File: config.mk
export PLATFORM = sky130hd
export DESIGN_NAME = interrupt_controller
export DESIGN_NICKNAME = d
export VERILOG_FILES = /design/src/rtl/interrupt_controller_pkg.sv /design/src/rtl/interrupt_controller_priority_encoder.sv /design/src/rtl/interrupt_controller.sv
export SDC_FILE = /design/constraint.sdc
export NUM_CORES = 1
export LEC_CHECK = 0
export ABC_AREA = 1
export CORE_ASPECT_RATIO = 1.75
export CORE_MARGIN = 2
export CORE_UTILIZATION = 53
export DETAILED_ROUTE_END_ITERATION = 10
export GPL_TIMING_DRIVEN = 0
export PLACE_DENSITY = 0.82
export SETUP_SLACK_MARGIN = 0.5
export SLEW_MARGIN = 20
export SYNTH_ARGS = -nofsm -noshare
export SYNTH_HDL_FRONTEND = slang
export SYNTH_SLANG_ARGS = --single-unit
File: constraint.sdc
create_clock -name clk -period 3.05 [get_ports clk]
set_clock_uncertainty 0.05 [all_clocks]
set_input_delay 0.4575 -clock clk [delete_from_list [all_inputs] [get_ports clk]]
set_output_delay 0.4575 -clock clk [all_outputs]
set_load 0.05 [all_outputs]
File: src/rtl/interrupt_controller_pkg.sv
// Shared definitions for the interrupt source side of the INT/NMI/INTD interface.
// The CPU controller uses the same state, cfgAddr and INA encodings.
package interrupt_controller_pkg;

  typedef enum logic [1:0] {
    ST_IDLE    = 2'd0,
    ST_REQ     = 2'd1,
    ST_SERVICE = 2'd2
  } int_state_t;

  localparam logic CFG_ADDR_MASK   = 1'b0;
  localparam logic CFG_ADDR_ENABLE = 1'b1;

  localparam logic INA_INT = 1'b1;
  localparam logic INA_NMI = 1'b0;

endpackage

File: src/rtl/interrupt_controller_priority_encoder.sv
// Fixed-priority encoder: the lowest set index wins.
module irq_priority_encoder #(
  parameter int NUM_SRC = 8,
  parameter int ID_W    = $clog2(NUM_SRC)
) (
  input  logic [NUM_SRC-1:0] req,
  output logic               valid,
  output logic [ID_W-1:0]    id
);

  // Scan from the top down so the last hit is the lowest index.
  always_comb begin
    valid = |req;
    id    = '0;
    for (int i = NUM_SRC - 1; i >= 0; i--) begin
      if (req[i]) id = ID_W'(i);
    end
  end

endmodule

File: src/rtl/interrupt_controller.sv
// Interrupt controller: edge-captures device and NMI requests, prioritises the
// maskable ones and runs the INT handshake (request, acknowledge, end-of-interrupt).
module interrupt_controller
  import interrupt_controller_pkg::*;
#(
  parameter int NUM_SRC = 8,
  parameter int ID_W    = $clog2(NUM_SRC)
) (
  input  logic               clk,
  input  logic               rst,
  input  logic [NUM_SRC-1:0] irqSrc,
  input  logic               nmiSrc,
  input  logic               cfgWrite,
  input  logic               cfgAddr,
  input  logic [NUM_SRC-1:0] cfgWriteData,
  input  logic               eoi,
  input  logic               isInterrupted,
  input  logic               INA,
  output logic               INT,
  output logic               NMI,
  output logic               INTD,
  output logic [ID_W-1:0]    vectorId,
  output logic               inService
);

  logic [NUM_SRC-1:0] irq_hist_reg;
  logic               nmi_hist_reg;
  logic               ack_hist_reg;
  logic               armed_reg;
  logic [NUM_SRC-1:0] pending_reg;
  logic [NUM_SRC-1:0] pending_next;
  logic               nmi_pending_reg;
  logic               nmi_pending_next;
  logic               nmi_reg;
  logic [NUM_SRC-1:0] mask_reg;
  logic               global_enable_reg;
  int_state_t         state_reg;
  logic               int_reg;
  logic               in_service_reg;
  logic [ID_W-1:0]    vector_id_reg;

  logic [NUM_SRC-1:0] irq_rise;
  logic               nmi_rise;
  logic               ack_rise;
  logic               cand_valid;
  logic [ID_W-1:0]    cand_id;
  logic               req_ok;
  logic               int_take;
  logic               nmi_take;
  logic [NUM_SRC-1:0] take_onehot;

  irq_priority_encoder #(
    .NUM_SRC(NUM_SRC),
    .ID_W   (ID_W)
  ) u_prio (
    .req  (pending_reg & mask_reg),
    .valid(cand_valid),
    .id   (cand_id)
  );

  // Edge detection is suppressed on the first cycle after reset so a line that
  // was already high does not look like a fresh 0->1 transition.
  always_comb begin
    irq_rise = armed_reg ? (irqSrc & ~irq_hist_reg) : '0;
    nmi_rise = armed_reg & nmiSrc & ~nmi_hist_reg;
    ack_rise = armed_reg & isInterrupted & ~ack_hist_reg;
  end

  // Decode acknowledges and build next pending state; a new edge beats a clear.
  always_comb begin
    req_ok      = cand_valid & global_enable_reg;
    int_take    = (state_reg == ST_REQ) & ack_rise & (INA == INA_INT) & req_ok;
    nmi_take    = ack_rise & (INA == INA_NMI) & nmi_pending_reg;
    take_onehot = '0;
    if (int_take) take_onehot[cand_id] = 1'b1;
    pending_next     = (pending_reg & ~take_onehot) | irq_rise;
    nmi_pending_next = (nmi_pending_reg & ~nmi_take) | nmi_rise;
  end

  // Input history, pending capture, NMI output and configuration registers.
  always_ff @(posedge clk) begin
    if (rst) begin
      irq_hist_reg      <= '0;
      nmi_hist_reg      <= 1'b0;
      ack_hist_reg      <= 1'b0;
      armed_reg         <= 1'b0;
      pending_reg       <= '0;
      nmi_pending_reg   <= 1'b0;
      nmi_reg           <= 1'b0;
      mask_reg          <= '0;
      global_enable_reg <= 1'b0;
    end else begin
      irq_hist_reg    <= irqSrc;
      nmi_hist_reg    <= nmiSrc;
      ack_hist_reg    <= isInterrupted;
      armed_reg       <= 1'b1;
      pending_reg     <= pending_next;
      nmi_pending_reg <= nmi_pending_next;
      nmi_reg         <= nmi_pending_reg & ~nmi_take;
      if (cfgWrite) begin
        if (cfgAddr == CFG_ADDR_MASK) mask_reg <= cfgWriteData;
        else                          global_enable_reg <= cfgWriteData[0];
      end
    end
  end

  // INT handshake FSM with registered INT, inService and vectorId.
  always_ff @(posedge clk) begin
    if (rst) begin
      state_reg      <= ST_IDLE;
      int_reg        <= 1'b0;
      in_service_reg <= 1'b0;
      vector_id_reg  <= '0;
    end else begin
      case (state_reg)
        ST_IDLE: begin
          if (req_ok) begin
            state_reg <= ST_REQ;
            int_reg   <= 1'b1;
          end
        end
        ST_REQ: begin
          if (int_take) begin
            vector_id_reg  <= cand_id;
            int_reg        <= 1'b0;
            in_service_reg <= 1'b1;
            state_reg      <= ST_SERVICE;
          end else if (!req_ok) begin
            int_reg   <= 1'b0;
            state_reg <= ST_IDLE;
          end
        end
        ST_SERVICE: begin
          if (eoi) begin
            in_service_reg <= 1'b0;
            state_reg      <= ST_IDLE;
          end
        end
        default: begin
          int_reg   <= 1'b0;
          state_reg <= ST_IDLE;
        end
      endcase
    end
  end

  assign INT       = int_reg;
  assign NMI       = nmi_reg;
  assign INTD      = ~global_enable_reg;
  assign vectorId  = vector_id_reg;
  assign inService = in_service_reg;

endmodule

==> results.md, run 1 <==
- Status: finished, final reports clean
- Seq pwr share: 0.520
- Full die area: 3310 um^2
- Later-pin clock latency in the skew report: between 0.2 and 0.3 ns
- Global Route met1 Usage: 0.196
- Final hold viol count: 0
- Number of synthesized flops with an enable pin: 0
- Nets: approximately 270
- Post-CTS Resized: 0
- # IOs: 31
- F_max: 504 MHz
- Fill count: 227
- Share of layout cells above drive strength 1: 0.107
- CP arrival: around 1.5 ns
- Top FF cell, synth: dfxtp_1
- Commonest cells post-synth: 47 x nor2_1, 44 x nand2_1, 37 x dfxtp_1, 21 x inv_1, 11 x o21ai_0
- Area of the multi-input gates: ~650 um^2
- Post-CTS setup buffers: 0
- Final period utilization: 0.651
- Hold Crit Class: reg2reg
- Number of global-route vias before repair: 1219
- Final std cells w/o fill: roughly 270
- Netlist cell types: 21
- Hold depth: 2
- Syn Nets: approximately 230
- Worst EP required: 2.54 ns
- Peak VDD IR: about 530 uV
- Dominant cell type by area after synthesis: dfxtp_1
- Sw Ratio: 0.233
- Tmin final: 1.98 ns
- Rel. slew slack: 0.669
- Synth Area in Simple Gates: 0.312
- Gate Count Post-Synth: 205
- DP HPWL: about 2100 um
- Die H: between 70 and 80 um
- Dpl cell area: 1840 um^2
- Area grow syn2layout: 28.1%
- Synthesized cell area: 1510 um^2
- Async set or reset register ratio after synthesis: 0
- Placed cell count: 261
- Met3 GRT Util: 0.0600
- Vias/cell: 5.02
- Most frequent cell after synthesis: nor2_1
- Met2 Use GR: 0.356
- Total CTS buffers: 5
- Inserted Diodes: 0
- CTS tree: yes
- Max FO, Critical Path: 2
- Worst slack at placement: 1.04 ns
- Initial core utilization: 0.556
- Largest net degree at the start of global routing: 12
- Routability Congestion: 0.778
- Leak: ~0.87 nW
- Clock Tree Root: clkbuf_8
- Routed Antenna Nets: 0
- Critical path launch point type: register
- Hold-fix buffers at CTS: 0
- Row count: 25
- RSZ-0062 raised after global routing: no
- Adder-cell area share of the yosys netlist: 0
- Clock slew at reported path FFs: around 0.070 ns
- GR Overflow Total: 0
- CTS Buffer Depth: 2
- Post-route setup TNS: 0 ns
- Drt pass-1 iters: 5
- Worst reg2reg path depth: 10
- DRC viols: 0
- CP endpoint kind: primary output
- Worst Slack Setup Final: roughly 1.1 ns
- Yosys reg bits: 37
- XOR/XNOR Fraction of Synth Area: 0
- Most Crowded Layer GR: met2
- GRT Resource Usage Total: 0.197
- Largest family of logic cells by synthesized area: simple AND/OR/NAND/NOR gates
- Clock sinks: 37
- Port bufs: 29
- Gate power share: 0.115
- Pins over their slew limit: 0
- Sequential area share after synthesis: 0.490
- Register area: 741 um^2
- Routed len/inst: 10.5 um
- Clock power share: 0.365
- Least-Margin Pin Slew: just under 0.5 ns
- Die X: around 44 um
- Pwr/cell area: 515 nW/um^2
- Yosys Warn Count: 0
- Routed vias: approximately 1400
- Final setup violation count: 0
- Synth top area share: 0.490
- Antenna violations before repair: 0
- Detailed Route WL: 2820 um
- Crit path kind: reg2out
- First-pass GRT wire length: 4820 um
- Compound-Gate Fraction of Synth Area: 0.118
- P_sw: 0.233 mW
- Design area: 1940 um^2
- Post-synthesis mux area share: 0
- Synth top area cells: dfxtp_1 49%, nor2_1 12%, nand2_1 11%, inv_1 5.2%, a21oi_2 4.1%
- Core footprint: 2720 um^2
- Initial drt markers: 30
- Syn avg cell area: 7.38 um^2
- H-Tree Depth: 2
- Int Power: between 0.7 and 0.8 mW
- Max-Cap Viols: 0
[path summary, 6_finish.rpt]
path	slack [ns]	startpoint	endpoint
setup / recovery	1.07	global_enable_reg	INTD
hold / removal	0.42	nmi_pending_reg	NMI
setup reg to reg	1.60	pending_reg[0]	pending_reg[7]
hold reg to reg	0.42	nmi_pending_reg	NMI
[power groups by stage]
stage               combinational, mW  clock, mW  sequential [mW]
global route                    0.130      0.391            0.521
detailed placement              0.115          0            0.529
finish                          0.114      0.365            0.519
CTS                             0.116      0.374            0.519
floorplan                      0.0653          0            0.530
global placement                0.112          0            0.529
[cells in the final DEF (no fill, tap or decap), drive strengths merged]
cell type	instances
nand2	47
clkbuf	10
nand3b	1
nand3	8
nor2	50
nand4	4
buf	3
dfxtp	37
o21ai	12
clkdlybuf4s50	29
inv	22
a21oi	17
clkinv	1
o31ai	1
[layout make-up]
| cell class | instances | share of cell area |
|---|---|---|
| Buffer | 6 | 0.0200 |
| Clock buffer | 7 | 0.0497 |
| Clock inverter | 1 | 0.00258 |
| Inverter | 22 | 0.0426 |
| Multi-Input combinational cell | 140 | 0.336 |
| Sequential cell | 37 | 0.382 |
| Tap cell | 27 | 0.0174 |
| Timing Repair Buffer | 29 | 0.150 |
[metrics by stage]
stage                     hold slack (ns)  power, mW   util
final                               0.418      0.998  0.712
after global routing                0.445       1.04  0.712
after CTS                           0.419       1.01  0.712
after detailed placement            0.409      0.644  0.675
after global placement              0.406      0.641  0.675
after floorplan                     0.381      0.596      -
[per-layer routing]
layer  share of wire  wire length, um
met5               0                0
met2            0.54             1520
met4           0.023               65
met3           0.050              142
met1            0.39             1100
[worst max-delay path, stage by stage, from the launching register on]
cell and delay, ns:
dfxtp_1 0.32, inv_1 0.07, clkdlybuf4s50_1 0.80
[kinds of logic (layout without fill, tap and decap cells)]
family,after synthesis,in the layout
and+or+nand+nor,110,110
DFF,37,37
buffers and inverters,28,65
AOI/OAI and AO/OA,30,30
(Power assumes the default switching activity.)
==> run 2, diff against run 1 <==
--- a/config.mk
+++ b/config.mk
@@ -8,10 +8,10 @@
 export ABC_AREA = 1
 export CORE_ASPECT_RATIO = 1.75
 export CORE_MARGIN = 2
-export CORE_UTILIZATION = 53
+export CORE_UTILIZATION = 45
 export DETAILED_ROUTE_END_ITERATION = 10
 export GPL_TIMING_DRIVEN = 0
-export PLACE_DENSITY = 0.82
+export PLACE_DENSITY = 0.74
 export SETUP_SLACK_MARGIN = 0.5
 export SLEW_MARGIN = 20
 export SYNTH_ARGS = -nofsm -noshare
==> constraint.sdc (replaced) <==
create_clock -name clk -period 1.74 [get_ports clk]
set_clock_uncertainty 0.05 [all_clocks]
set_input_delay 0.261 -clock clk [delete_from_list [all_inputs] [get_ports clk]]
set_output_delay 0.261 -clock clk [all_outputs]
set_load 0.05 [all_outputs]
==> results.md, run 2 (same netlist as run 1, synthesis figures left out) <==
- Final setup violation count: 0
- Tmin final: 1.40 ns
- Register area: 766 um^2
- CTS Buffer Depth: 2
- Die X: 47.8 um
- Hold path start: rst
- Area grow syn2layout: 40.4%
- Clock Tree Root: clkbuf_8
- Full die area: 3860 um^2
- F_max: 714 MHz
- Dpl cell area: 1860 um^2
- Routed vias: between 1000 and 1500
- RSZ-0062 raised after global routing: yes
- Nets: 275
- Share of layout cells above drive strength 1: 0.355
- Initial drt markers: 25
- DP HPWL: 2200 um
- Crit-path most repeated cell: nand2_2
- Clock sinks: 37
- CP endpoint kind: register
- Later-pin clock latency in the skew report: 0.29 ns
- Leak: 0.954 nW
- Least-Margin Pin Slew: 0.423 ns
- Number of global-route vias before repair: about 1300
- Critical path launch point type: register
- Final hold viol count: 0
- Drt pass-1 iters: 6
- Total CTS buffers: 5
- Die H: 80.7 um
- Routed len/inst: between 10 and 15 um
- Vias/cell: 4.85
- Pwr/cell area: 822 nW/um^2
- Hold Crit Class: in2reg
- Row count: 27
- # IOs: 31
- Setup crit start: pending_reg[1]
- Clock slew at reported path FFs: 0.07 ns
- First-pass GRT wire length: between 5000 and 6000 um
- Port bufs: 29
- Crit-path cells: nand2_2 -> nand2_2 -> nor2_2 -> nand2_2 -> nand2_4 -> nor2_4 -> buf_6 -> nand4_1 -> nand2_1 -> a21oi_2
- Hold slack: 0.269 ns
- Critical path's largest stage delay: 0.34 ns
- Max FO, Critical Path: 5
- Pins over their slew limit: 0
- H-Tree Depth: 2
- Fill count: 287
- Core footprint: roughly 3200 um^2
- Detailed Route WL: 3240 um
- Initial core utilization: 0.476
- Commonest non-fill, non-tap cell in the layout: nor2_1
- Peak VDD IR: 736 uV
- CP arrival: 1.52 ns
- Worst Slack Setup Final: 0.339 ns
- DRC viols: 0
- Crit path max-delay cell type: dfxtp_2
- Routability Congestion: 0.861
- Worst slack at placement: 0.00207 ns
- Final period utilization: 0.805
- Design area: 2120 um^2
- Rel. slew slack: 0.718
- Crit path kind: reg2reg
- Post-route setup TNS: 0 ns
- Tot Pwr: 1.75 mW
- Antenna violations before repair: 0
- Hold-fix buffers at CTS: 0
- Routed Antenna Nets: 0
- CTS tree: yes
- Area of the multi-input gates: around 760 um^2
- Most frequent cells in the layout: 40 x nor2_1, 27 x nand2_1, 21 x clkdlybuf4s50_1, 20 x inv_1, 19 x dfxtp_1
- Inserted Diodes: 0
- GRT Resource Usage Total: 0.190
- Worst EP required: 1.86 ns
- Status: finished, final reports clean
- GR Overflow Total: 0
- Reg-to-reg startpoint: pending_reg[1]
- Max-Cap Viols: 0
- Largest net degree at the start of global routing: 11
==> run 2: changes by cell type in the layout (fill, tap and decap cells not counted), moves of 8 or more <==
cell / delta
dfxtp_1: -18
nand2_1: -17
nand2_2: +15
buf_4: +10
dfxtp_2: +17
clkdlybuf4s50_1: -8
==> run 2: cell type report <==
type                       count  share of cell area
multi-input combinational    140               0.356
clock buffer                   7              0.0406
tap                           43              0.0253
buffer                         6              0.0183
inverter                      22              0.0389
timing repair buffer          39               0.160
sequential                    37               0.360
==> run 2: final timing paths <==
path                         end  slack [ns]  depth (start not counted)
setup / recovery  pending_reg[3]        0.34                         10
hold / removal               INT        0.27                          2
setup reg to reg  pending_reg[3]        0.34                         10
hold reg to reg              INT        0.41                          2
==> run 2: critical path: cells and delay by family, from the launching register on <==
family                 cells  cell delay [ns]
buffers and inverters      1             0.14
AOI/OAI and AO/OA          1             0.05
and+or+nand+nor            8             0.71
DFF                        1             0.34
==> run 2: through the flow <==
step | std cells | util
final | 294 | 0.669
after global routing | 294 | 0.669
after CTS | 292 | 0.649
after detailed placement | 277 | 0.586
after global placement | 277 | 0.586
after floorplan | 205 | -
==> run 2: power by group <==
group          internal, mW  switching [mW]
combinational         0.109           0.123
clock                 0.314           0.279
sequential            0.895          0.0262
total                  1.32           0.428
==> run 2: layer usage <==
layer / part of all wire / GRT usage
met5: 0 / 0
met4: 0.029 / 0.100
met3: 0.041 / 0.0629
met2: 0.57 / 0.329
met1: 0.36 / 0.184
==> run 2: repair_timing <==
action                                  CTS  global route
endpoints found under the setup margin   27            23
gates cloned                              1             0
buffers inserted                          7             2
gates resized for setup                  71            23
pin swaps                                15            10
